`src/rtl/fir_pkg.sv`:
```
// Shared definitions for the FIR coefficient controller, the filter and the benches.
package fir_pkg;

  typedef enum logic [1:0] {
    ST_IDLE   = 2'd0,
    ST_LOAD   = 2'd1,
    ST_COMMIT = 2'd2
  } fir_state_e;

  // Reset value of tap 0 in the active bank; every other tap resets to zero.
  localparam int unsigned IDENTITY_TAP0 = 1;

  function automatic int unsigned cnt_width(input int unsigned taps);
    return (taps > 1) ? $clog2(taps) : 1;
  endfunction

endpackage

```
`src/rtl/fir_coef_bank.sv`:
```
// Shadow and active coefficient register arrays; the shadow is loaded one tap
// at a time and copied wholesale into the active bank on a single strobe.
module fir_coef_bank
  import fir_pkg::*;
#(
  parameter int unsigned NUM_OF_TAPS = 3,
  parameter int unsigned COEF_WIDTH  = 8,
  parameter int unsigned IDX_W       = 2
) (
  input  logic                              clk,
  input  logic                              rst_n,
  input  logic                              wr_en_i,
  input  logic [IDX_W-1:0]                  wr_idx_i,
  input  logic [COEF_WIDTH-1:0]             wr_data_i,
  input  logic                              clear_i,
  input  logic                              copy_i,
  output logic [NUM_OF_TAPS*COEF_WIDTH-1:0] coef_flat_o
);

  logic [COEF_WIDTH-1:0] shadow_q [NUM_OF_TAPS];
  logic [COEF_WIDTH-1:0] active_q [NUM_OF_TAPS];

  always_ff @(posedge clk or negedge rst_n) begin
    if (!rst_n) begin
      for (int unsigned i = 0; i < NUM_OF_TAPS; i++) begin
        shadow_q[i] <= '0;
        active_q[i] <= (i == 0) ? COEF_WIDTH'(IDENTITY_TAP0) : '0;
      end
    end else begin
      // A discarded set wins over the write of the beat that caused the discard.
      for (int unsigned i = 0; i < NUM_OF_TAPS; i++) begin
        if (clear_i) begin
          shadow_q[i] <= '0;
        end else if (wr_en_i && (wr_idx_i == IDX_W'(i))) begin
          shadow_q[i] <= wr_data_i;
        end
      end
      if (copy_i) begin
        for (int unsigned i = 0; i < NUM_OF_TAPS; i++) begin
          active_q[i] <= shadow_q[i];
        end
      end
    end
  end

  always_comb begin
    coef_flat_o = '0;
    for (int unsigned k = 0; k < NUM_OF_TAPS; k++) begin
      coef_flat_o[k*COEF_WIDTH +: COEF_WIDTH] = active_q[k];
    end
  end

endmodule

```
`src/rtl/fir_coef_ctrl.sv`:
```
// Coefficient-load controller in front of fir_filter: serial load into a shadow
// bank, length check, atomic swap at a sample boundary, 1-cycle sample forward.
module fir_coef_ctrl
  import fir_pkg::*;
#(
  parameter int unsigned NUM_OF_TAPS = 3,
  parameter int unsigned INPUT_WIDTH = 8,
  parameter int unsigned COEF_WIDTH  = 8
) (
  input  logic                              clk,
  input  logic                              rst_n,
  input  logic                              cfg_valid,
  output logic                              cfg_ready,
  input  logic [COEF_WIDTH-1:0]             cfg_data,
  input  logic                              cfg_last,
  output logic                              cfg_err,
  output logic                              commit,
  input  logic                              in_valid,
  output logic                              in_ready,
  input  logic [INPUT_WIDTH-1:0]            in_data,
  output logic [INPUT_WIDTH-1:0]            fir_input_data,
  output logic                              fir_input_data_flag,
  output logic [NUM_OF_TAPS*COEF_WIDTH-1:0] coef_flat
);

  localparam int unsigned      CNT_W    = cnt_width(NUM_OF_TAPS);
  localparam logic [CNT_W-1:0] LAST_IDX = CNT_W'(NUM_OF_TAPS - 1);

  fir_state_e             state_q, state_d;
  logic [CNT_W-1:0]       cnt_q, cnt_d;
  logic                   cfg_err_q, cfg_err_d;
  logic                   commit_q, commit_d;
  logic [INPUT_WIDTH-1:0] data_q;
  logic                   flag_q;

  logic             beat_acc;
  logic             beat_at_end;
  logic             beat_done;
  logic             beat_bad;
  logic [CNT_W-1:0] wr_idx;
  logic             copy;

  assign cfg_ready = (state_q != ST_COMMIT);
  assign in_ready  = (state_q != ST_COMMIT);

  // IDLE always writes tap 0, so the counter value there is irrelevant.
  assign beat_acc    = cfg_valid & cfg_ready;
  assign wr_idx      = (state_q == ST_IDLE) ? '0 : cnt_q;
  assign beat_at_end = (wr_idx == LAST_IDX);
  assign beat_done   = beat_acc &  cfg_last &  beat_at_end;
  assign beat_bad    = beat_acc & (cfg_last ^  beat_at_end);
  assign copy        = (state_q == ST_COMMIT);

  always_comb begin
    state_d   = state_q;
    cnt_d     = cnt_q;
    cfg_err_d = 1'b0;
    commit_d  = 1'b0;
    unique case (state_q)
      ST_IDLE, ST_LOAD: begin
        if (beat_done) begin
          state_d = ST_COMMIT;
        end else if (beat_bad) begin
          state_d   = ST_IDLE;
          cnt_d     = '0;
          cfg_err_d = 1'b1;
        end else if (beat_acc) begin
          state_d = ST_LOAD;
          cnt_d   = wr_idx + 1'b1;
        end
      end
      ST_COMMIT: begin
        state_d  = ST_IDLE;
        cnt_d    = '0;
        commit_d = 1'b1;
      end
      default: begin
        state_d = ST_IDLE;
        cnt_d   = '0;
      end
    endcase
  end

  always_ff @(posedge clk or negedge rst_n) begin
    if (!rst_n) begin
      state_q   <= ST_IDLE;
      cnt_q     <= '0;
      cfg_err_q <= 1'b0;
      commit_q  <= 1'b0;
      data_q    <= '0;
      flag_q    <= 1'b0;
    end else begin
      state_q   <= state_d;
      cnt_q     <= cnt_d;
      cfg_err_q <= cfg_err_d;
      commit_q  <= commit_d;
      data_q    <= in_data;
      flag_q    <= in_valid & in_ready;
    end
  end

  assign cfg_err             = cfg_err_q;
  assign commit              = commit_q;
  assign fir_input_data      = data_q;
  assign fir_input_data_flag = flag_q;

  fir_coef_bank #(
    .NUM_OF_TAPS (NUM_OF_TAPS),
    .COEF_WIDTH  (COEF_WIDTH),
    .IDX_W       (CNT_W)
  ) u_bank (
    .clk         (clk),
    .rst_n       (rst_n),
    .wr_en_i     (beat_acc),
    .wr_idx_i    (wr_idx),
    .wr_data_i   (cfg_data),
    .clear_i     (beat_bad),
    .copy_i      (copy),
    .coef_flat_o (coef_flat)
  );

endmodule

```
`config.mk`:
```
export PLATFORM = sky130hd
export DESIGN_NAME = fir_coef_ctrl
export DESIGN_NICKNAME = d
export VERILOG_FILES = /design/src/rtl/fir_pkg.sv /design/src/rtl/fir_coef_bank.sv /design/src/rtl/fir_coef_ctrl.sv
export SDC_FILE = /design/constraint.sdc
export NUM_CORES = 1
export LEC_CHECK = 0
export CORE_ASPECT_RATIO = 0.8
export CORE_MARGIN = 2
export CORE_UTILIZATION = 45
export DETAILED_ROUTE_END_ITERATION = 10
export GPL_TIMING_DRIVEN = 0
export HOLD_SLACK_MARGIN = 0.08
export PLACE_DENSITY = 0.73
export SLEW_MARGIN = 40
export SYNTH_ARGS = -nofsm -noshare
export SYNTH_HDL_FRONTEND = slang
export SYNTH_SLANG_ARGS = --single-unit
```
`constraint.sdc`:
```
create_clock -name clk -period 3.8 [get_ports clk]
set_input_delay 1.14 -clock clk [delete_from_list [all_inputs] [get_ports clk]]
set_output_delay 1.14 -clock clk [all_outputs]
set_load 0.005 [all_outputs]
```
==> impl_results.md <==
- Slew @ Worst Pin: 502.1 ps
- Clk buf depth: 2
- Met2 Usage GRT: 27.02%
- Post-DP HPWL: 3512 um
- Fmax: 307.1 MHz
- Die height: 71.20 um
- GPL Wtd Cong: 0.8333
- Post-Syn Area: 0.002540 mm^2
- Async SR Flop Fraction: 100.0%
- Simple-Gate Fraction of Synth Area: 20.20%
- Clock Root Buffer: clkbuf_8
- Final Skew: 4.854 ps
- GR Util met3: 8.985%
- Status: finished, final reports clean
- # diodes: 0
- Syn nets: 246
- Sequential Power Share: 45.0%
- Crit path DAT: 2120 ps
- Initial antenna violation count: 0
- H-tree Lvls: 3
- Share of cells above drive strength 1: 11.19%
- Synth Area in Compound Gates: 10.69%
- Hold Crit Depth: 2
- Delay-heaviest family, CP: buffers and inverters
- PortBufs: 56
- Commonest cells after routing, fill and taps aside: nand2_1 (77), dfrtp_1 (62), clkdlybuf4s50_1 (55)
- Hold buffers post-CTS: 0
- Adder-cell share of the synthesized area: 1.478%
- Psw: 446.4 uW
- Yosys reg bits: 63
- Initial core utilization: 46.73%
- Min-Delay Endpoint: u_bank.coef_flat_o[0]
- Mapped Cells: 222
- R2R Path Start: state_q[1]
- Final Cycle Share: 85.70%
- Final max-slew violation count: 0
- Post-CTS setup buffer count: 0
- Clock slew at reported path FFs: 70 ps
- Crit-path cells: nand2b_1 -> buf_4 -> clkbuf_1 -> buf_4 -> clkdlybuf4s50_1
- Number of distinct library cells after synthesis: 26
- Peak per-stage delay on the critical path: 480 ps
- Grt ovf: 0
- Reg2Reg Capture Point: u_bank.shadow_q[13]
- EDFF count, synth: 0
- XOR/XNOR Fraction of Synth Area: 1.084%
- Resize count post-CTS: 0
- Crit-path max FO: 11
- Total power per unit cell area: 533.3 mW/mm^2
- WL final: 5242 um
- Boundary pin count: 58
- DR vias: 1876
- Largest net degree at the start of global routing: 44
- Crit path kind: flip-flop to output port
- Antenna viol nets, final: 0
- Fillers: 447
- Cts bufs inserted: 9
- Worst Hold Class: flip-flop to flip-flop
- R2R depth: 7
- Commonest non-fill, non-tap cell in the layout: nand2_1
- Die W: 88.00 um
- Layer with the highest usage: met2
- Iteration-0 DRC Markers: 119
- Drt pass-1 iters: 4
- Register area share after synthesis: 62.12%
- Residual DRC count: 0
- Worst path required time: 2660 ps
- Critical Path End Type: output port
- Worst Path Buf+Inv: 4
- Hold Worst Slack: 467.2 ps
- R2R setup slack: 1520 ps
- Final Hold Fails: 0
- Maxcap violations: 0
- Area post-placement: 0.003216 mm^2
- Tot GR Track Use: 19.29%
- Clock Latency Late Sink: 340 ps
- Final core occ: 63.67%
- Grt met1 use: 25.68%
- Global-route wire length before repair: 8956 um
- Mux share of post-synthesis cell area: 0.3941%
- Average size of a mapped cell: 11.44 um^2
- Clock power frac: 38.7%
- Vias in the first global route: 1851
- Final setup violation count: 0
- Sw Ratio: 24.19%
- Nets: 314
- Core ar.: 0.005435 mm^2
- Hold_sp: u_bank.coef_flat_o[0]
- Largest family of logic cells by synthesized area: simple AND/OR/NAND/NOR gates
- Layout area overhead: 36.26%
- Vias/cell: 5.029
- Synth Flop Type: dfrtp_1
- Post-route cell area: 0.003461 mm^2
- Logic pwr share: 16.3%
- Synth warnings: 0
- Total die area: 0.006265 mm^2
- Sink Count: 63
- Normalized max-slew margin: 66.53%
- Setup TNS: 0 ps
- CTS tree: done
- Worst path most repeated cell: buf_4
- CP max stage cell: clkdlybuf4s50_1
- Num rows: 24
- LEAKAGE: 1.648 nW
- Startpoint types: flip-flop
- Clock period minus worst slack: 3257 ps
- Internal power: 1.399 mW
- RSZ-0062 raised after global routing: false
- Wire per inst: 14.05 um
- Max VDD drop: 0.2976 mV
-- tightest hold or removal path: cells and delay by family (launching register included) --
family        cells  cell delay, ps
simple gates      2             100
flops             1             370
-- kinds of logic (layout without fill, tap and decap cells) --
family | after synthesis | in the layout
simple gates | 106 | 106
mux | 1 | 1
fa+ha+maj | 3 | 3
xor+xnor | 1 | 1
buf+inv | 18 | 91
flops | 63 | 63
compound gates | 30 | 30
-- sequential cells by signal (all words and copies together) (netlist names) --
name,cells
cnt_q,2
u_bank.coef_flat_o,24
cfg_err,1
u_bank.shadow_q,24
fir_input_data_flag,1
state_q,2
commit,1
fir_input_data,8
-- per-stage QoR --
stage / worst slack [ps] / power (mW) / cells
detailed placement: 895.9 / 1.144 / 357
finish: 543.2 / 1.846 / 373
CTS: 524.3 / 1.861 / 373
global route: 390.6 / 1.939 / 373
global placement: -395.8 / 1.131 / 356
floorplan: 1550 / 0.9949 / 222
-- power by group through the flow --
stage	clock, mW	sequential (mW)	combinational, mW
2_1_floorplan	0	0.830	0.165
3_3_place_gp	0	0.837	0.294
3_5_place_dp	0	0.840	0.304
4_1_cts	0.725	0.829	0.306
5_1_grt	0.756	0.846	0.337
6_report	0.714	0.830	0.302
-- cell type report --
class / instances / area [um^2] / share of cell area [%]
plain buffers: 13 / 83.83 / 2.422
clock buffers: 11 / 141.4 / 4.085
clock inverters: 5 / 103.9 / 3.001
inverters: 5 / 18.77 / 0.5423
multi-input cells: 141 / 859.6 / 24.84
flip-flops and latches: 63 / 1578 / 45.59
well taps: 78 / 97.59 / 2.820
repair buffers: 57 / 578.1 / 16.70
-- worst max path at each step --
stage	from	endpoint	slack, ps	cells after the start
floorplan	state_q[1]	in_ready	1550	4
global placement	rst_n	u_bank.coef_flat_o[19]	-400	1
detailed placement	state_q[1]	in_ready	900	5
CTS	state_q[1]	in_ready	520	5
global route	state_q[1]	in_ready	390	5
finish	state_q[1]	in_ready	540	5
-- routing by layer --
layer / vias to the layer above / part of all wire, %
met5: - / 0
met4: 0 / 1.8
met3: 13 / 9.2
met2: 76 / 42
met1: 888 / 47
li1: 899 / -
-- Yosys cell counts (2+ instances only) --
master | count | area, um^2
dfrtp_1 | 62 | 1551
nor2b_1 | 2 | 12.51
a221o_1 | 16 | 160.2
nor3_4 | 3 | 48.80
clkbuf_1 | 3 | 11.26
ha_1 | 3 | 37.54
o21ai_0 | 2 | 10.01
inv_1 | 5 | 18.77
buf_4 | 5 | 37.54
nand2_1 | 77 | 289.0
a22o_1 | 8 | 70.07
nor2_1 | 3 | 11.26
buf_2 | 4 | 20.02
nor3b_1 | 17 | 127.6
Note: power is estimated with default switching activity, not from simulation.
